===== config.mk =====
export PLATFORM = sky130hd
export DESIGN_NAME = ysyx_220053_ifid_buffer
export DESIGN_NICKNAME = d
export VERILOG_FILES = /design/src/rtl/ysyx_220053_ifid_buffer.sv
export SDC_FILE = /design/constraint.sdc
export NUM_CORES = 1
export LEC_CHECK = 0
export ABC_AREA = 1
export ABC_CLOCK_PERIOD_IN_PS = 8200
export BUFFER_PORTS_ARGS = -buffer_cell sky130_fd_sc_hd__buf_2
export CAP_MARGIN = 20
export CELL_PAD_IN_SITES_DETAIL_PLACEMENT = 2
export CELL_PAD_IN_SITES_GLOBAL_PLACEMENT = 2
export CORE_UTILIZATION = 36
export DETAILED_ROUTE_END_ITERATION = 6
export PLACE_DENSITY_LB_ADDON = 0.1
export SLEW_MARGIN = 30
export SYNTH_ARGS = -nofsm -noshare
export SYNTH_HDL_FRONTEND = slang
export SYNTH_SLANG_ARGS = --single-unit

===== constraint.sdc =====
create_clock -name clk -period 8.2 [get_ports clk]
set_clock_uncertainty 0.1 [all_clocks]
set_input_delay 1.64 -clock clk [delete_from_list [all_inputs] [get_ports clk]]
set_output_delay 1.64 -clock clk [all_outputs]
set_load 0.01 [all_outputs]

===== src/rtl/ysyx_220053_ifid_buffer.sv =====
// Elastic IF/ID buffer: a small FIFO of {pc, instr, misalign} between fetch and decode.
// Back-pressures fetch through block_o and drops all contents on a redirect flush.
module ysyx_220053_ifid_buffer #(
    parameter int DEPTH  = 2,
    parameter int PC_W   = 64,
    parameter int INST_W = 32
) (
    input  logic                     clk,
    input  logic                     rst,
    input  logic                     in_valid,
    input  logic [PC_W-1:0]          in_pc,
    input  logic [INST_W-1:0]        in_instr,
    output logic                     in_ready,
    output logic                     block_o,
    input  logic                     flush,
    output logic                     out_valid,
    output logic [PC_W-1:0]          out_pc,
    output logic [INST_W-1:0]        out_instr,
    output logic                     out_misalign,
    input  logic                     out_ready,
    output logic [63:0]              fetch_cnt,
    output logic [$clog2(DEPTH):0]   occupancy
);

    localparam int PTR_W = $clog2(DEPTH);
    localparam int CNT_W = PTR_W + 1;
    localparam logic [CNT_W-1:0] FULL_CNT = CNT_W'(DEPTH);

    logic [PC_W-1:0]   pc_q     [DEPTH];
    logic [INST_W-1:0] instr_q  [DEPTH];
    logic              mis_q    [DEPTH];

    logic [PTR_W-1:0] wr_ptr_q, wr_ptr_d;
    logic [PTR_W-1:0] rd_ptr_q, rd_ptr_d;
    logic [CNT_W-1:0] count_q,  count_d;
    logic [63:0]      fetch_cnt_q, fetch_cnt_d;

    logic push;
    logic pop;

    // Readiness comes only from registered count, so out_ready never reaches in_ready.
    assign in_ready     = (count_q != FULL_CNT);
    assign block_o      = ~in_ready;
    assign out_valid    = (count_q != '0);
    assign out_pc       = pc_q[rd_ptr_q];
    assign out_instr    = instr_q[rd_ptr_q];
    assign out_misalign = mis_q[rd_ptr_q];
    assign fetch_cnt    = fetch_cnt_q;
    assign occupancy    = count_q;

    assign push = in_valid & in_ready & ~flush;
    assign pop  = out_valid & out_ready & ~flush;

    always_comb begin
        wr_ptr_d    = wr_ptr_q;
        rd_ptr_d    = rd_ptr_q;
        count_d     = count_q;
        fetch_cnt_d = fetch_cnt_q;
        if (flush) begin
            wr_ptr_d = '0;
            rd_ptr_d = '0;
            count_d  = '0;
        end else begin
            if (push) begin
                wr_ptr_d    = wr_ptr_q + PTR_W'(1);
                fetch_cnt_d = fetch_cnt_q + 64'd1;
            end
            if (pop) begin
                rd_ptr_d = rd_ptr_q + PTR_W'(1);
            end
            case ({push, pop})
                2'b10:   count_d = count_q + CNT_W'(1);
                2'b01:   count_d = count_q - CNT_W'(1);
                default: count_d = count_q;
            endcase
        end
    end

    always_ff @(posedge clk) begin
        if (rst) begin
            wr_ptr_q    <= '0;
            rd_ptr_q    <= '0;
            count_q     <= '0;
            fetch_cnt_q <= '0;
            for (int i = 0; i < DEPTH; i++) begin
                pc_q[i]    <= '0;
                instr_q[i] <= '0;
                mis_q[i]   <= 1'b0;
            end
        end else begin
            wr_ptr_q    <= wr_ptr_d;
            rd_ptr_q    <= rd_ptr_d;
            count_q     <= count_d;
            fetch_cnt_q <= fetch_cnt_d;
            // Misalignment is latched with the entry so decode never sees fetch's live PC.
            if (push) begin
                pc_q[wr_ptr_q]    <= in_pc;
                instr_q[wr_ptr_q] <= in_instr;
                mis_q[wr_ptr_q]   <= (in_pc[1:0] != 2'b00);
            end
        end
    end

endmodule


-- Yosys cells after proc, flatten, opt, wreduce, memory -nomap -nowiden
Memories as Yosys holds them, arrays and structs flattened. A register that Yosys moved wholly into a read port is not among the register bits.
Index checks and enable logic that the tools add are counted.
- bits in registers: 68
- RAM bits: 194
- bits of input ports: 101
- output and inout port bits: 166
- word-level logic and storage cells: 50
- memories kept: 3
- add/subtract/negate cells: 5
- equality and inequality tests: 3
- mux-type cells: 21
- bitwise logic cells: 6
- reduce and logical (&&, ||, !) cells: 8
- memories (name ; words ; width ; read ports ; clocked after memory_dff ; wr ports ; line ; RTL):
    pc_q ; 2 ; 64 ; 1 ; 1 ; 2 ; 29 ; logic [PC_W-1:0] pc_q [DEPTH];
    instr_q ; 2 ; 32 ; 1 ; 1 ; 2 ; 30 ; logic [INST_W-1:0] instr_q [DEPTH];
    mis_q ; 2 ; 1 ; 1 ; 1 ; 2 ; 31 ; logic mis_q [DEPTH];
- operators with widths (operator ; number):
    $add 64x1->64 const B ; 1
    $mux 64 ; 1
    $reduce_or 64->1 ; 1
    $mux 32 ; 1
    $reduce_or 32->1 ; 1
    $mux 1 ; 18
    $reduce_bool 2->1 ; 3
    $and 1x1->1 ; 4
    $pmux 2 s2 ; 1
    $add 1x1->1 const B ; 2
    $add 2x1->2 const B ; 1
    $eq 2x1->1 const B ; 1
    $eq 2x2->1 const B ; 1
    $ne 2x2->1 const B ; 1
    $not 1->1 ; 2
    $reduce_and 2->1 ; 1
    $reduce_or 2->1 ; 1
    $sub 2x1->2 const B ; 1
    $reduce_or 1->1 ; 1

-- Depth between registers and ports, before layout
Gate-level depths: netlist of run 1.
- word-level depth: 8
- mapped depth: 11
- depth with buffers taken out: 11

-- Worst setup path before layout of run 1
No wires, ideal clock.
- kind: input -> register
- start point: in rst
- end point: mem instr_q[1][0], enable pin
- setup time: 0.909 ns
- data arrival time: 4.104 ns
- required time: 7.191 ns
- path slack: 3.087 ns
- stages: 6
- buffers on the path: 3
- cell sequence: buf_2 clkinv_1 nand3_2 buf_2 buf_2 nand2_1
- RTL lines (what ; line ; RTL):
    start: declaration ; 9 ; input logic rst,
    end: declaration ; 30 ;

==> results of run 1 <==
## state kept, by name, summed over array words and instances (netlist names), named ones only
signal	count
instr_q	64
mis_q	2
fetch_cnt	64
occupancy	2
rd_ptr_q	1
wr_ptr_q	1
pc_q	128
## per-layer routing
metal  wire [um]  vias up
li1            -     4702
met1       16600     4930
met2       20400      250
met3        1580       54
met5           0        -
met4         839        0
## cell type report
cell class / instances / share of cell area
Sequential cell: 263 / 0.476
Multi-Input combinational cell: 806 / 0.280
Timing Repair Buffer: 273 / 0.0926
Clock buffer: 41 / 0.0556
Inverter: 178 / 0.0442
Tap cell: 448 / 0.0370
Clock inverter: 15 / 0.0147
Antenna cell: 4 / 0.000660
## per-stage QoR
stage               utilization  area, um2  instances  setup WS (ns)  total power, mW
floorplan                     -      12300       1288           3.09             1.63
global placement          0.419      14100       1967           2.91             1.72
detailed placement        0.419      14100       1967           2.90             1.73
CTS                       0.451      15100       2023           3.48             3.20
global route              0.452      15200       2027           3.31             3.26
finish                    0.452      15200       2028           3.57             3.16
## cell usage after synthesis, drive strengths merged (17+ instances only)
library cell	count	share of area
o21ai	21	0.0086
nor3	17	0.0078
edfxtp	194	0.47
nand2	177	0.056
clkbuf	17	0.0052
inv	175	0.054
nand3	61	0.028
buf	24	0.0096
nor2	354	0.11
dfxtp	69	0.11
a21oi	34	0.014
mux2	97	0.089
## worst max-delay path, delay by kind of cell
family                 cells  cell delay [ns]
AND/OR/NAND/NOR            2             0.73
buffers and inverters      5             2.29
## placed cells by master (no fill, tap or decap), types with 3 or more instances in the layout
cell type / n
nor2_1: 338
buf_2: 266
edfxtp_1: 194
inv_1: 173
nand2_1: 170
mux2_2: 97
dfxtp_1: 68
nand3_1: 56
a21oi_1: 34
clkbuf_16: 31
o21ai_0: 16
nor3_1: 15
nor2_2: 13
nand4_1: 13
o21bai_1: 10
clkinv_2: 8
clkbuf_1: 7
bufinv_16: 6
buf_4: 6
o21ai_1: 5
diode_2: 4
clkinv_1: 4
nand2_2: 4
xor2_1: 4
and3_1: 4
nand2_4: 3
nand3_4: 3
nor2_4: 3
xnor2_1: 3
clkbuf_8: 3
## power breakdown
| group | switching (mW) | leakage, nW | internal [mW] | total, mW |
|---|---|---|---|---|
| clock | 0.551 | 0.527 | 0.904 | 1.45 |
| combinational | 0.127 | 3.53 | 0.0786 | 0.206 |
| sequential | 0.0166 | 2.59 | 1.48 | 1.50 |
## how the worst max path moves through the flow
| stage | startpoint | to | slack (ns) | cells after the start |
|---|---|---|---|---|
| floorplan | rst | instr_q[1][0] | 3.09 | 6 |
| global placement | rst | pc_q[1][60] | 2.91 | 6 |
| detailed placement | rst | instr_q[0][24] | 2.90 | 5 |
| CTS | rst | pc_q[1][16] | 3.48 | 6 |
| global route | rst | pc_q[1][57] | 3.31 | 7 |
| finish | rst | pc_q[1][57] | 3.57 | 7 |
## cells by family (layout without fill, tap and decap cells)
| logic type | count (synthesis) | in the layout | synth area share |
|---|---|---|---|
| AO/OA/AOI/OAI | 69 | 69 | 0.0309 |
| AND/OR/NAND/NOR | 631 | 631 | 0.216 |
| adder cells (fa/ha/maj) | 2 | 2 | 0.00204 |
| multiplexers | 97 | 97 | 0.0890 |
| other | 0 | 4 | 0 |
| flip-flops | 263 | 263 | 0.588 |
| buffers and inverters | 219 | 507 | 0.0694 |
| XOR/XNOR | 7 | 7 | 0.00500 |
==> impl_results.md, run 1 <==
- Post-synth cell types: 38
- Sequential Area: 7210 um2
- Max_slew headroom: 0.384
- CP arrival: 4.80 ns
- Max-cap violations: 0
- Critical path fanouts, max: 50
- Number of synthesized flops with an enable pin: 194
- Least-Margin Pin Slew: 0.924 ns
- Total number of vias: 9936
- R2R depth: 8
- I/O pin count: 267
- DR pass1 iterations: 6
- Clock latency on the worst-skew pair: 0.55 ns
- Fillcell total: 3671
- CP Cell Sequence: buf_2, clkinv_1, buf_4, nand3_4, nand2_4, buf_4, buf_16
- Root Buffer: clkbuf_16
- Final hold slack: 0.392 ns
- H-tree Lvls: 1
- IO Port Bufs: 266
- Worst Hold Path Cells: 2
- Grt met3 use: 0.0275
- Peak VDD IR: 0.149 mV
- CP peak stage delay: 0.68 ns
- Drt total wl: 39.4 mm
- Critical path class: input pin to flip-flop
- CORE AREA: 33500 um2
- CP Launch Type: input pin
- # DRC: 0
- Starting DRT DRC Count: 411
- Clock buffer depth: 3
- Required time worst endpoint: 8.37 ns
- HP Start: rd_ptr_q
- Share of cells above drive strength 1: 0.287
- Final-stage net count: 1655
- Die height: 187 um
- Period utilization: 0.565
- Tmin final: 4.63 ns
- R2R Setup Slk: 4.77 ns
- Number of vias per cell: 4.90
- Post-route ant nets: 0
- Starting Density: 0.366
- Multi-input gate area: 4240 um2
- Setup-failing EPs final: 0
- Crit-path slowest cell: clkinv_1
- Cts hold-fix bufs: 0
- CTS tree: done
- Worst min-delay path class: flip-flop to flip-flop
- Total power divided by cell area: 208 nW/um2
- GR Util met2: 0.414
- Busiest grt layer: met2
- CTS Buf Count: 30
- Post-synthesis average cell area: 9.52 um2
- #FFs+latches synth: 263
- Number of synthesis warnings: 0
- Antenna violations before repair: 3
- Ys flop type: edfxtp_1
- Die width: 187 um
- Avg WL per Cell: 19.4 um
- Slew Viols, Final: 0
- CTS resizes: 0
- Pleak: 6.65 nW
- Rows: 67
- Worst r2r dst: pc_q[1][57]
- CTS Sinks: 263
- RSZ-0062 raised after global routing: false
- Vias in the first global route: 10900
- Cells after Synth: 1288
- Seq/Total Area, Yosys: 0.588
- DIE AREA: 34800 um2
- Status: completed
- CTS clk-pin slew, worst paths: 0.06 ns
- Fraction of registers with async set or reset after synthesis: 0
- Min-Delay Endpoint: rd_ptr_q
- Largest net degree at the start of global routing: 72
- Post-CTS Setup Bufs: 0
- Synthesized cell area: 12300 um2
- Most common cell type on the critical path: buf_4
- Grt total ovfl: 0
- Hpwl dp: 27.0 mm
- Area delta synth->final: 23.6%
- RePlAce Congestion: 0.801
- Fmax: 216 MHz
- Net Count, Synth: 1391
- First-pass GRT wire length: 61.4 mm
- GRT Total Usage: 0.226
- Final TNS setup: 0 ns
- M1 GR Usage: 0.277
- Critical Path End Type: flip-flop
- Final Hold Viols: 0
- Reg-to-reg startpoint: occupancy[0]
No activity file was read; power rests on OpenSTA's default activity.
==> run 2: changes to the inputs <==
Settings changed: ABC_CLOCK_PERIOD_IN_PS 8200 to 4000, CORE_UTILIZATION 36 to 30.
Clock period 8.2 ns to 4 ns, I/O delays scaled along.
==> run 2 against run 1 <==
  * Sequential power rose by 100%
  * First-iteration DRC count fell by 31%
  * Utilization fell by 6.9 points
  * Worst setup slack got worse by 2.7 ns
  * Worst hold slack got worse by 0.015 ns
  * Critical path type is now flip-flop to primary output
  * Critical endpoint is now out_instr[28]
  * Critical path depth fell by 4
==> impl_results.md, run 2 (synthesis gave the netlist of run 1 again) <==
- Status: completed
- Clock buffer depth: 3 (unchanged)
- RSZ-0062 raised after global routing: false
- CTS tree: done
- Largest net degree at the start of global routing: 98 (+36%)
- Max-cap violations: 0 (unchanged)
- Avg WL per Cell: 18.6 um (-4.1%)
- Max_slew headroom: 0.589 (+0.205)
- Share of cells above drive strength 1: 0.292 (+0.00475)
- Most common cell after layout, fill and taps aside: nor2_1
- GRT Total Usage: 0.188 (-0.0375)
- Grt total ovfl: 0 (unchanged)
- Final Hold Viols: 0 (unchanged)
- Peak VDD IR: 0.342 mV (+130%)
- # DRC: 0 (unchanged)
- I/O pin count: 267 (unchanged)
- Crit-path slowest cell: dfxtp_4
- RePlAce Congestion: 0.759 (-5.3%)
- Largest Register: pc_q
- Post-route ant nets: 0 (unchanged)
- Starting DRT DRC Count: 285 (-31%)
- Fmax: 317 MHz
- DIE AREA: 41700 um2 (+20%)
- CP peak stage delay: 0.66 ns (-0.02 ns)
- Post-CTS Setup Bufs: 0 (unchanged)
- CTS resizes: 0 (unchanged)
- Root Buffer: clkbuf_16
- Period utilization: 0.789
- First-pass GRT wire length: 60.2 mm (-2.0%)
- Pleak: 6.68 nW (+0.49%)
- Cts hold-fix bufs: 0 (unchanged)
- Tmin final: 3.16 ns
- Total number of vias: 9796 (-1.4%)
- DR pass1 iterations: 4 (-2)
- Critical path class: flip-flop to primary output
- Worst min-delay path class: flip-flop to flip-flop
- Final-stage net count: 1666 (+0.66%)
- Area delta synth->final: 25.0%
- Number of flip-flops in the largest register: 128 (unchanged)
- Slew Viols, Final: 0 (unchanged)
- Starting Density: 0.307 (-0.0592)
- Most frequent cells in the layout: nor2_1, buf_2, edfxtp_1, inv_1, nand2_1
- Multi-input gate area: 4240 um2 (unchanged)
- CTS clk-pin slew, worst paths: 0.06 ns (about the same)
- IO Port Bufs: 266 (unchanged)
- Clock latency on the worst-skew pair: 0.59 ns (+0.04 ns)
- Total power divided by cell area: 412 nW/um2 (+98%)
- Critical path fanouts, max: 66 (+32%)
- Final TNS setup: 0 ns (unchanged)
- Critical Path End Type: primary output
- CP arrival: 2.26 ns (-2.54 ns)
- CTS Buf Count: 31 (+3.3%)
- Die height: 204 um (+9.4%)
- Antenna violations before repair: 1 (-2)
- CP Launch Type: flip-flop
- Fillcell total: 4504 (+23%)
- Die width: 204 um (+9.4%)
- CORE AREA: 40000 um2 (+19%)
- Number of vias per cell: 4.63 (-5.4%)
- Least-Margin Pin Slew: 0.616 ns (-0.307 ns)
- H-tree Lvls: 1 (unchanged)
- Pre-CTS setup slack: 1.24 ns (-1.67 ns)
- Vias in the first global route: 10600 (-2.4%)
- Hpwl dp: 28.8 mm (+6.4%)
- CTS Sinks: 263 (unchanged)
- Final WS setup: 0.843 ns (-2.72 ns)
- Drt total wl: 39.4 mm (about the same)
- CP Cell Sequence: buf_12, mux2_2, buf_2
- Sequential Area: 7210 um2 (unchanged)
- Required time worst endpoint: 3.10 ns (-5.27 ns)
- Setup-failing EPs final: 0 (unchanged)
- Rows: 73 (+9.0%)
[run 2: path summary, 6_finish.rpt]
check	startpoint	end	slack (ns)	cells after the start
min reg2reg	rd_ptr_q	flip-flop	0.38	2
max	flip-flop	out_instr[28]	0.84	3
max reg2reg	occupancy[0]	pc_q[0][16]	1.74	7
min	rd_ptr_q	flip-flop	0.38	2
[run 2: worst max-delay path: cells and delay by family, from the launching register on]
kind / cells / cell delay, ns
mux: 1 / 0.40
buf+inv: 2 / 0.54
flops: 1 / 0.66
[run 2: final cells by class]
cell class                      count  area share
Sequential cell                   263       0.470
Timing Repair Buffer              283       0.101
Clock buffer                       37      0.0527
Antenna cell                        1    0.000163
Inverter                          178      0.0437
Multi-Input combinational cell    806       0.276
Tap cell                          525      0.0428
Clock inverter                     21      0.0130
[run 2: power by group]
part           total [mW]  switching (mW)  internal [mW]  leakage [nW]
combinational       0.441           0.267          0.174          3.60
sequential           3.07          0.0306           3.03          2.59
clock                2.81            1.17           1.64         0.487
[run 2: stage by stage]
step | cells | util | instance area [um2] | total power [mW] | hold WS (ns)
after global placement | 2055 | 0.358 | 14300 | 3.56 | 0.356
after global routing | 2114 | 0.383 | 15300 | 6.56 | 0.409
final | 2114 | 0.383 | 15300 | 6.31 | 0.376
after CTS | 2113 | 0.383 | 15300 | 6.42 | 0.380
after floorplan | 1288 | - | 12300 | 3.34 | 0.347
after detailed placement | 2055 | 0.358 | 14300 | 3.57 | 0.368
[run 2: metal layers]
metal / vias to the layer above / GRT usage / part of all wire / routed length [um]
met2: 173 / 0.334 / 0.50 / 19600
met1: 4841 / 0.240 / 0.45 / 17700
met5: - / 0 / 0 / 0
li1: 4736 / - / - / -
met4: 0 / 0.0416 / 0.019 / 755
met3: 46 / 0.0269 / 0.035 / 1400
==> run 3: changes to the inputs <==
Settings changed: ABC_CLOCK_PERIOD_IN_PS 4000 to 3000, CORE_UTILIZATION 30 to 33.
Clock period 4 ns to 3 ns, I/O delays scaled along.
==> run 3 against run 2 <==
  * Global-route usage grew 2.9 points
  * Via count rose by 1.3%
  * Design area is essentially flat
  * Total power up 36%
  * Critical path type unchanged
  * Highest routed layer is now met5
==> impl_results.md, run 3 (synthesis gave the netlist of run 1 again) <==
- Comb pwr share: 0.069 (about the same)
- Number of flip-flops in the largest register: 128 (unchanged)
- CTS clk-pin slew, worst paths: 0.06 ns (about the same)
- CTS resizes: 0 (unchanged)
- Clock buffer depth: 3 (unchanged)
- Sw Share: 0.230 (-0.00232)
- CORE AREA: 36600 um2 (-8.5%)
- I/O pin count: 267 (unchanged)
- Post-route insts no fill: 2062 (-2.5%)
- Hpwl dp: 29.5 mm (+2.5%)
- Clock share of power: 0.454 (+0.009)
- Final Hold Viols: 0 (unchanged)
- Least-Margin Pin Slew: 0.526 ns (-0.0906 ns)
- Post-CTS Setup Bufs: 0 (unchanged)
- CTS Buf Count: 31 (unchanged)
- Drt total wl: 41.1 mm (+4.1%)
- CTS tree: done
- Status: completed
- Die height: 195 um (-4.6%)
- Critical Path End Type: primary output
- Slew Viols, Final: 0 (unchanged)
- Largest net degree at the start of global routing: 98 (unchanged)
- Total number of vias: 9919 (+1.3%)
- Final-stage net count: 1667 (+0.060%)
- DIE AREA: 37900 um2 (-9.0%)
- Worst min-delay path class: input pin to flip-flop
- Critical Path End: out_instr[1]
- IO Port Bufs: 266 (unchanged)
- Avg WL per Cell: 19.9 um (+6.8%)
- RSZ-0062 raised after global routing: false
- Vias in the first global route: 11000 (+3.1%)
- Starting DRT DRC Count: 276 (-3.2%)
- Sequential Area: 7210 um2 (unchanged)
- R2R depth: 9 (+2)
- Internal Power: 6.59 mW (+36%)
- DR pass1 iterations: 4 (unchanged)
- Period utilization: 0.930
- Tmin final: 2.79 ns
- CP Launch Type: flip-flop
- Max_slew headroom: 0.649 (+0.0604)
- Critical path fanouts, max: 27 (-59%)
- # DRC: 0 (unchanged)
- Fillcell total: 4033 (-10%)
- Most common cell after layout, fill and taps aside: nor2_1
- Antenna violations before repair: 9 (+8)
- CP arrival: 2.09 ns (-0.17 ns)
- H-tree Lvls: 1 (unchanged)
- CTS Sinks: 263 (unchanged)
- Multi-input gate area: 4240 um2 (unchanged)
- Most frequent cells in the layout: nor2_1, buf_2, edfxtp_1, inv_1, nand2_1
- RePlAce Congestion: 0.782 (+3.1%)
- Max-cap violations: 0 (unchanged)
- Reg-to-reg startpoint: fetch_cnt[30]
- Critical path class: flip-flop to primary output
- Post-route ant nets: 0 (unchanged)
- Starting Density: 0.335 (+0.0284)
- Setup-failing EPs final: 0 (unchanged)
- CP peak stage delay: 0.63 ns (-0.03 ns)
- Die width: 195 um (-4.6%)
- Psw: 1.98 mW (+34%)
- Root Buffer: clkbuf_16
- GRT Total Usage: 0.217 (+0.0290)
- Seq pwr share: 0.477 (-0.008)
- Clock latency on the worst-skew pair: 0.59 ns (about the same)
- Grt total ovfl: 0 (unchanged)
- Placed cell count: 1999 (-2.7%)
- Pre-CTS setup slack: 0.645 ns (-0.590 ns)
- R2R Setup Slk: 0.96 ns (-0.78 ns)
- Rows: 70 (-4.1%)
- Pleak: 6.71 nW (+0.52%)
- Largest Register: pc_q
- First-pass GRT wire length: 63.3 mm (+5.1%)
- Final hold slack: 0.225 ns (-0.152 ns)
- Peak VDD IR: 0.411 mV (+20%)
- Share of cells above drive strength 1: 0.291 (-0.00126)
- Cts hold-fix bufs: 0 (unchanged)
- Area delta synth->final: 24.9% (about the same)
- CP Cell Sequence: buf_4, mux2_2, buf_2
- Number of vias per cell: 4.81 (+3.8%)
- Final WS setup: 0.209 ns (-0.634 ns)
- Crit-path slowest cell: dfxtp_4
- Final TNS setup: 0 ns (unchanged)
- Required time worst endpoint: 2.30 ns (-0.80 ns)
- Worst r2r dst: fetch_cnt[58]
- Fmax: 358 MHz
- Total power divided by cell area: 560 nW/um2 (+36%)
[run 3: cell types whose count changed in the layout (fill, tap and decap cells not counted), sizes merged]
cell      before  now
bufinv         3    5
diode          1    6
clkinvlp       4    0
clkinv        16   18
buf          283  284
clkbuf        37   36
[run 3: worst max-delay path: cells and delay by family (launching register included)]
family	cells	cell delay [ns]
flops	1	0.63
mux	1	0.38
buf+inv	2	0.50
[run 3: metrics by stage]
step	util	power [mW]	area (um2)
after global placement	0.390	4.74	14300
after detailed placement	0.390	4.77	14300
after floorplan	-	4.45	12300
after CTS	0.418	8.70	15300
after global routing	0.418	8.86	15300
final	0.418	8.57	15300
[run 3: area by class of cell]
type,count,area share
multi-input combinational,806,0.277
sequential,263,0.471
inverter,178,0.0437
clock buffer,36,0.0519
timing repair buffer,284,0.102
tap,468,0.0382
clock inverter,21,0.0154
antenna,6,0.000980
[run 3: worst min path at each step]
| stage | end | start | slack (ns) | cells past startpoint |
|---|---|---|---|---|
| after CTS | pc_q[0][26] | in_pc[26] | 0.19 | 3 |
| after global routing | pc_q[0][28] | in_pc[28] | 0.23 | 3 |
| after global placement | flip-flop | rd_ptr_q | 0.36 | 2 |
| after detailed placement | rd_ptr_q | rd_ptr_q | 0.37 | 2 |
| final | pc_q[0][26] | in_pc[26] | 0.22 | 3 |
| after floorplan | flip-flop | rd_ptr_q | 0.35 | 2 |
[run 3: power by group through the flow]
stage / sequential (mW) / combinational [mW] / clock (mW)
6_report: 4.09 / 0.592 / 3.89
5_1_grt: 4.10 / 0.642 / 4.12
4_1_cts: 4.09 / 0.606 / 4.00
3_5_place_dp: 4.17 / 0.599 / 0
3_3_place_gp: 4.15 / 0.584 / 0
2_1_floorplan: 4.15 / 0.303 / 0
[run 3: routing by layer]
layer  vias up  track usage  routed length, um
met5         -            0                 59
met4         8       0.0528                885
met3        61       0.0356               1760
met2       189        0.412              21700
met1      4922        0.252              16700
li1       4739            -                  -
